### src/rtl/pool_window.sv
// Sliding 5-sample window in front of a max-pool stage; windows advance by STRIDE samples.
// Define POOL_PAD_EN to zero-pad and emit the trailing partial window of each channel.
module pool_window #(
    parameter int STRIDE = 5
) (
    input  logic       clk,
    input  logic       rst,
    input  logic       in_valid,
    input  logic [7:0] in_data,
    input  logic       in_last,
    output logic       in_ready,
    output logic [7:0] win0,
    output logic [7:0] win1,
    output logic [7:0] win2,
    output logic [7:0] win3,
    output logic [7:0] win4,
    output logic       win_valid,
    input  logic       win_ready,
    output logic       win_last,
    output logic       ch_done
);

    localparam logic [2:0] STRIDE_W = 3'(STRIDE);

    logic [7:0] sr   [5];
    logic [7:0] nsr  [5];
    logic [7:0] load [5];
    logic [2:0] fc;
    logic [2:0] sc;
    logic [2:0] fc_n;
    logic [2:0] sc_n;
    logic [2:0] z;
    logic       fw;
    logic       accept;
    logic       handshake;
    logic       emit;
    logic       pad;

    // A pending window blocks new samples only while downstream is not taking it.
    assign in_ready = !win_valid || win_ready;

    always_comb begin
        accept    = in_valid && in_ready;
        handshake = win_valid && win_ready;
        fc_n      = (fc == 3'd5) ? 3'd5 : fc + 3'd1;
        sc_n      = sc + 3'd1;
        for (int i = 0; i < 4; i++) begin
            nsr[i] = sr[i + 1];
        end
        nsr[4] = in_data;
        emit   = accept && (fc_n == 3'd5) && (!fw || (sc_n == STRIDE_W));
        pad    = 1'b0;
        z      = 3'd0;
`ifdef POOL_PAD_EN
        pad = accept && in_last && !emit;
        z   = fw ? (STRIDE_W - sc_n) : (3'd5 - fc_n);
`endif
        for (int i = 0; i < 5; i++) begin
            load[i] = nsr[i];
        end
        // Padding pushes z zero samples in behind the newest real sample.
        for (int s = 0; s < 4; s++) begin
            if (pad && (3'(s) < z)) begin
                for (int i = 0; i < 4; i++) begin
                    load[i] = load[i + 1];
                end
                load[4] = 8'd0;
            end
        end
    end

    always_ff @(posedge clk or negedge rst) begin
        if (!rst) begin
            for (int i = 0; i < 5; i++) begin
                sr[i] <= 8'd0;
            end
            fc        <= 3'd0;
            sc        <= 3'd0;
            fw        <= 1'b0;
            win0      <= 8'd0;
            win1      <= 8'd0;
            win2      <= 8'd0;
            win3      <= 8'd0;
            win4      <= 8'd0;
            win_valid <= 1'b0;
            win_last  <= 1'b0;
            ch_done   <= 1'b0;
        end else begin
            ch_done <= accept && in_last;
            if (accept) begin
                for (int i = 0; i < 5; i++) begin
                    sr[i] <= nsr[i];
                end
                if (in_last) begin
                    fc <= 3'd0;
                    sc <= 3'd0;
                    fw <= 1'b0;
                end else if (emit) begin
                    fc <= fc_n;
                    sc <= 3'd0;
                    fw <= 1'b1;
                end else begin
                    fc <= fc_n;
                    sc <= sc_n;
                end
            end
            // A new window may be loaded in the same cycle the previous one is taken.
            if (emit || pad) begin
                win0      <= load[0];
                win1      <= load[1];
                win2      <= load[2];
                win3      <= load[3];
                win4      <= load[4];
                win_valid <= 1'b1;
                win_last  <= in_last;
            end else if (handshake) begin
                win_valid <= 1'b0;
                win_last  <= 1'b0;
            end
        end
    end

endmodule

### config.mk
export PLATFORM = sky130hd
export DESIGN_NAME = pool_window
export DESIGN_NICKNAME = d
export VERILOG_FILES = /design/src/rtl/pool_window.sv
export SDC_FILE = /design/constraint.sdc
export NUM_CORES = 1
export LEC_CHECK = 0
export BUFFER_PORTS_ARGS = -buffer_cell sky130_fd_sc_hd__buf_2
export CORE_ASPECT_RATIO = 0.9
export CORE_MARGIN = 3
export CORE_UTILIZATION = 50
export CTS_CLUSTER_SIZE = 12
export DETAILED_ROUTE_END_ITERATION = 7
export MAX_ROUTING_LAYER = met4
export PLACE_DENSITY = 0.78
export SKIP_LAST_GASP = 1
export SYNTH_ARGS = -nofsm -noshare
export SYNTH_HDL_FRONTEND = slang
export SYNTH_SLANG_ARGS = --single-unit
### constraint.sdc
create_clock -name clk -period 2.3 [get_ports clk]
set_input_delay 0.69 -clock clk [delete_from_list [all_inputs] [get_ports clk]]
set_output_delay 0.69 -clock clk [all_outputs]
set_load 0.1 [all_outputs]
==> results.txt, run 1 <==
Outcome: completed
Crit-path max FO: 45
Max-cap violations: 0
Die Height: 81.6 um
Final hold violation count: 0
Detailed Place HPWL: 3710 um
Sequential-to-total area share from yosys stat: 64.6%
CTS tree: yes
Setup violations, final: 0
Layout cells sized above 1: 33.6%
Final period utilization: 86.1%
Post-Syn Nets: 283
WHS: 0.287 ns
Area contributors post-synth: dfrtp_1 (65%), mux2_2 (12%), nand2_1 (12%)
Num CTS Buffers: 9
Setup TNS: 0 ns
Post-CTS Setup Bufs: 0
Worst-path clk slew: 0.08 ns
Commonest cells after routing, fill and taps aside: nand2_1 (102), dfrtp_1 (81), buf_2 (54)
Syn. warnings: 0
Register bit total from synthesis: 82
RSZ-0062 raised after global routing: no
Synth Area per Inst: 11.8 sq um
Die area: 7340 sq um
# IOs: 57
Number of I/O port buffers: 56
Post-synth cell types: 27
Synthesized cell area: 3170 sq um
RD Place Congestion: 0.731
Worst-margin pin slew: 0.498 ns
Detail Route Antenna Nets: 0
P&R area growth vs syn: 18.9%
First-pass iteration count of the detailed router: 4
Critical Path End Type: flip-flop
Clock sink count: 82
Row count: 26
DR vias: 2,051
CORE AREA: 5920 sq um
Setup Skew: 0.00682 ns
Min Tclk post-route: 1.98 ns
Peak Freq: 505 MHz
Post-CTS Resized: 0
Total gr overflow: 0
Initial Util: 53.6%
CP Data Required Time: 2.52 ns
Number of synthesized flops with an enable pin: 0
Cts hold-fix bufs: 0
Dpl cell area: 3590 sq um
First-pass GRT wire length: 9780 um
Global Route Usage Sum: 17.4%
Ant diodes: 0
Hold Crit Class: in -> async
Initial DRC count: 128
Top cell type's share of synthesized area: 64.6%
Rel. slew slack: 67.0%
Routed Wire Length: 5620 um
Fillers: 492
Syn Inst Count: 268
Root Buffer Master: clkbuf_8
Main flop type after synthesis: dfrtp_1
Drt drc: 0
DR vias/cell: 4.92
Async SR Flop Fraction: 100%
Initial antenna violation count: 0
Largest area contributor in the netlist: dfrtp_1
Critical path launch point type: flip-flop
Wire length per cell: 13.5 um
Clock latency at the later pin of the worst-skew pair: 0.34 ns
Nets: 343
Die X: 90.0 um
Arr. time, crit path: 2.20 ns
CTS Buffer Depth: 2
Vias in the first global route: 2,022
Type of the worst setup path: reg -> reg
Htree depth: 3
Cell area after layout: 3770 sq um
Pins Over Slew Limit: 0
Largest net degree at the start of global routing: 48
Commonest non-fill, non-tap cell in the layout: nand2_1
## logic make-up (layout without fill, tap and decap cells)
| family | Yosys count | in the layout | share of synthesized area (%) |
|---|---|---|---|
| buffers and inverters | 17 | 82 | 2.96 |
| DFF | 82 | 82 | 64.6 |
| AOI/OAI and AO/OA | 15 | 15 | 3.43 |
| adders and majority gates | 2 | 2 | 0.788 |
| and+or+nand+nor | 111 | 111 | 13.7 |
| muxes | 41 | 41 | 14.5 |
## path summary, 6_finish.rpt
kind | startpoint | to | slack [ns] | cells after the start
max | sc[0] | win1[3] | 0.32 | 6
min | rst | win_valid | 0.29 | 1
max reg2reg | sc[0] | win1[3] | 0.32 | 6
min reg2reg | load[37] | load[37] | 0.47 | 2
max in group asynchronous | rst | load[13] | 1.40 | 2
min in group clk | load[37] | load[37] | 0.47 | 2
## synth_stat cells (all sizes together) (2+ instances only)
| library cell | n |
|---|---|
| mux2 | 40 |
| ha | 2 |
| a21oi | 2 |
| a211oi | 2 |
| buf | 5 |
| nand2 | 102 |
| a21o | 2 |
| clkbuf | 7 |
| o21ai | 5 |
| inv | 5 |
| dfrtp | 82 |
| nor2 | 3 |
## flip-flops by register name, summed over array words and instances (netlist names)
signal,count
win0,8
win_valid,1
load,32
ch_done,1
win4,8
fw,1
win_last,1
fc,3
win3,8
sc,3
win1,8
win2,8
## metal layers
metal,vias up,track usage [%],share of wire (%)
met5,-,-,0
met4,0,2.75,0
met3,0,6.68,5.9
met2,62,26.7,44
met1,990,22.7,50
li1,999,-,-
## stage by stage
stage	setup slack (ns)	util, %	instances
floorplan	0.0762	-	268
global placement	0.301	60.6	401
detailed placement	0.253	60.6	401
CTS	0.311	63.8	417
global route	0.255	63.8	417
finish	0.320	63.8	417
## cell type report
cell class                 count  area (sq um)  area share [%]
clock inverter                 3          40.0            1.06
multi-input combinational    169          1040            27.4
tap                           84           105            2.78
sequential                    82          2050            54.4
timing repair buffer          61           373            9.88
inverter                       5          18.8           0.497
clock buffer                  13           149            3.94
## critical path, stage by stage, from the launching register on
cell	delay, ns
dfrtp_1	0.38
ha_1	0.21
and2b_1	0.21
o21ai_1	0.09
a211oi_4	0.29
buf_12	0.28
mux2_2	0.38
Power of run 1 is left out: the tool's default activity adds up to more than one toggle a clock period on the data nets, which glitch-free logic cannot reach.
==> inputs of run 2 (changes only) <==
- MAX_ROUTING_LAYER: met4 -> not set
==> run 2 against run 1 <==
Effect of this change: setup slack improved by 0.0032 ns; non-clock buffer count did not move; worst hold slack barely moved; die area did not move; final cell count did not move; highest routed layer is now met4.
==> results.txt, run 2 (same netlist as run 1, synthesis figures left out) <==
Die area: 7340 sq um (unchanged)
Min Tclk post-route: 1.98 ns (about the same)
Fillers: 492 (unchanged)
Num CTS Buffers: 9 (unchanged)
RSZ-0062 raised after global routing: no (unchanged)
Type of the worst setup path: reg -> reg (unchanged)
Global Route Usage Sum: 16.8% (was 17.4%)
Detailed Place HPWL: 3710 um (unchanged)
DR vias/cell: 4.93 (was 4.92)
Row count: 26 (unchanged)
Area occupied by multi-input gates: 1040 sq um (unchanged)
Final hold violation count: 0 (unchanged)
Cts hold-fix bufs: 0 (unchanged)
Pins Over Slew Limit: 0 (unchanged)
Setup violations, final: 0 (unchanged)
Post-CTS Setup Bufs: 0 (unchanged)
Die Height: 81.6 um (unchanged)
Drt drc: 0 (unchanged)
Crit-path cells: ha_1 -> and2b_1 -> o21ai_1 -> a211oi_4 -> buf_12 -> mux2_2 (unchanged)
Crit-path max FO: 45 (unchanged)
Setup TNS: 0 ns (unchanged)
Largest net degree at the start of global routing: 48 (unchanged)
Critical path launch point type: flip-flop (unchanged)
CP peak stage delay: 0.38 ns (about the same)
CORE AREA: 5920 sq um (unchanged)
Wire length per cell: 13.5 um (about the same)
Slowest CP cell: dfrtp_1 (unchanged)
Total gr overflow: 0 (unchanged)
Layout cells sized above 1: 33.6% (unchanged)
Htree depth: 3 (unchanged)
Worst-margin pin slew: 0.498 ns (about the same)
Peak Freq: 506 MHz (was 505 MHz)
RD Place Congestion: 0.723 (was 0.731)
Worst-path clk slew: 0.08 ns (about the same)
Root Buffer Master: clkbuf_8 (unchanged)
CP Data Required Time: 2.53 ns (was 2.52 ns)
Clock latency at the later pin of the worst-skew pair: 0.34 ns (about the same)
Die X: 90.0 um (unchanged)
Nets: 343 (unchanged)
Initial DRC count: 115 (was 128)
Ant diodes: 0 (unchanged)
Post-CTS Resized: 0 (unchanged)
Number of I/O port buffers: 56 (unchanged)
DR vias: 2,057 (was 2,051)
Final period utilization: 85.9% (was 86.1%)
Detail Route Antenna Nets: 0 (unchanged)
First-pass GRT wire length: 9780 um (unchanged)
Clock sink count: 82 (unchanged)
CTS Buffer Depth: 2 (unchanged)
P&R area growth vs syn: 18.9% (unchanged)
Initial antenna violation count: 0 (unchanged)
Max-cap violations: 0 (unchanged)
Outcome: completed (unchanged)
Routed Wire Length: 5640 um (was 5620 um)
# IOs: 57 (unchanged)
Initial Util: 53.6% (unchanged)
Arr. time, crit path: 2.20 ns (about the same)
Commonest cells after routing, fill and taps aside: nand2_1 (102), dfrtp_1 (81), buf_2 (54) (unchanged)
Largest delay contributor family on the critical path: flip-flops (unchanged)
Buf/Inv on CP: 1 (unchanged)
Reg area: 2050 sq um (unchanged)
Vias in the first global route: 2,029 (was 2,022)
Setup Skew: 0.00709 ns (was 0.00682 ns)
Critical Path End Type: flip-flop (unchanged)
Rel. slew slack: 67.0% (about the same)
WHS: 0.287 ns (about the same)
CTS tree: yes (unchanged)
First-pass iteration count of the detailed router: 4 (unchanged)
Commonest non-fill, non-tap cell in the layout: nand2_1 (unchanged)
Hold Crit Class: in -> async (unchanged)
Max reg flops: 32 (unchanged)
run 2: cell counts in the layout (fill, tap and decap cells not counted):
No cell type changed its count.
run 2: metrics by stage:
stage | instances | area [sq um] | utilization, % | setup WS [ns]
CTS | 417 | 3770 | 63.8 | 0.311
finish | 417 | 3770 | 63.8 | 0.323
floorplan | 268 | 3180 | - | 0.0762
global placement | 401 | 3590 | 60.6 | 0.301
detailed placement | 401 | 3590 | 60.6 | 0.253
global route | 417 | 3770 | 63.8 | 0.255
run 2: layout make-up:
class / count / area share [%]
Sequential cell: 82 / 54.4
Multi-Input combinational cell: 169 / 27.4
Clock buffer: 13 / 3.94
Inverter: 5 / 0.497
Timing Repair Buffer: 61 / 9.88
Clock inverter: 3 / 1.06
Tap cell: 84 / 2.78
run 2: worst paths after layout:
check,slack [ns],cells past startpoint,start,to
max,0.32,6,sc[0],win1[3]
min,0.29,1,rst,win_valid
max reg2reg,0.32,6,sc[0],win1[3]
min reg2reg,0.47,2,load[37],load[37]
max in group asynchronous,1.40,2,rst,win2[7]
min in group clk,0.47,2,load[37],load[37]
run 2: routing by layer:
metal	part of all wire [%]	global-route usage [%]
met1	49	22.5
met5	0	0
met2	44	26.7
met4	0.14	3.67
met3	6.8	6.23
Power of run 2 is left out for the same reason.
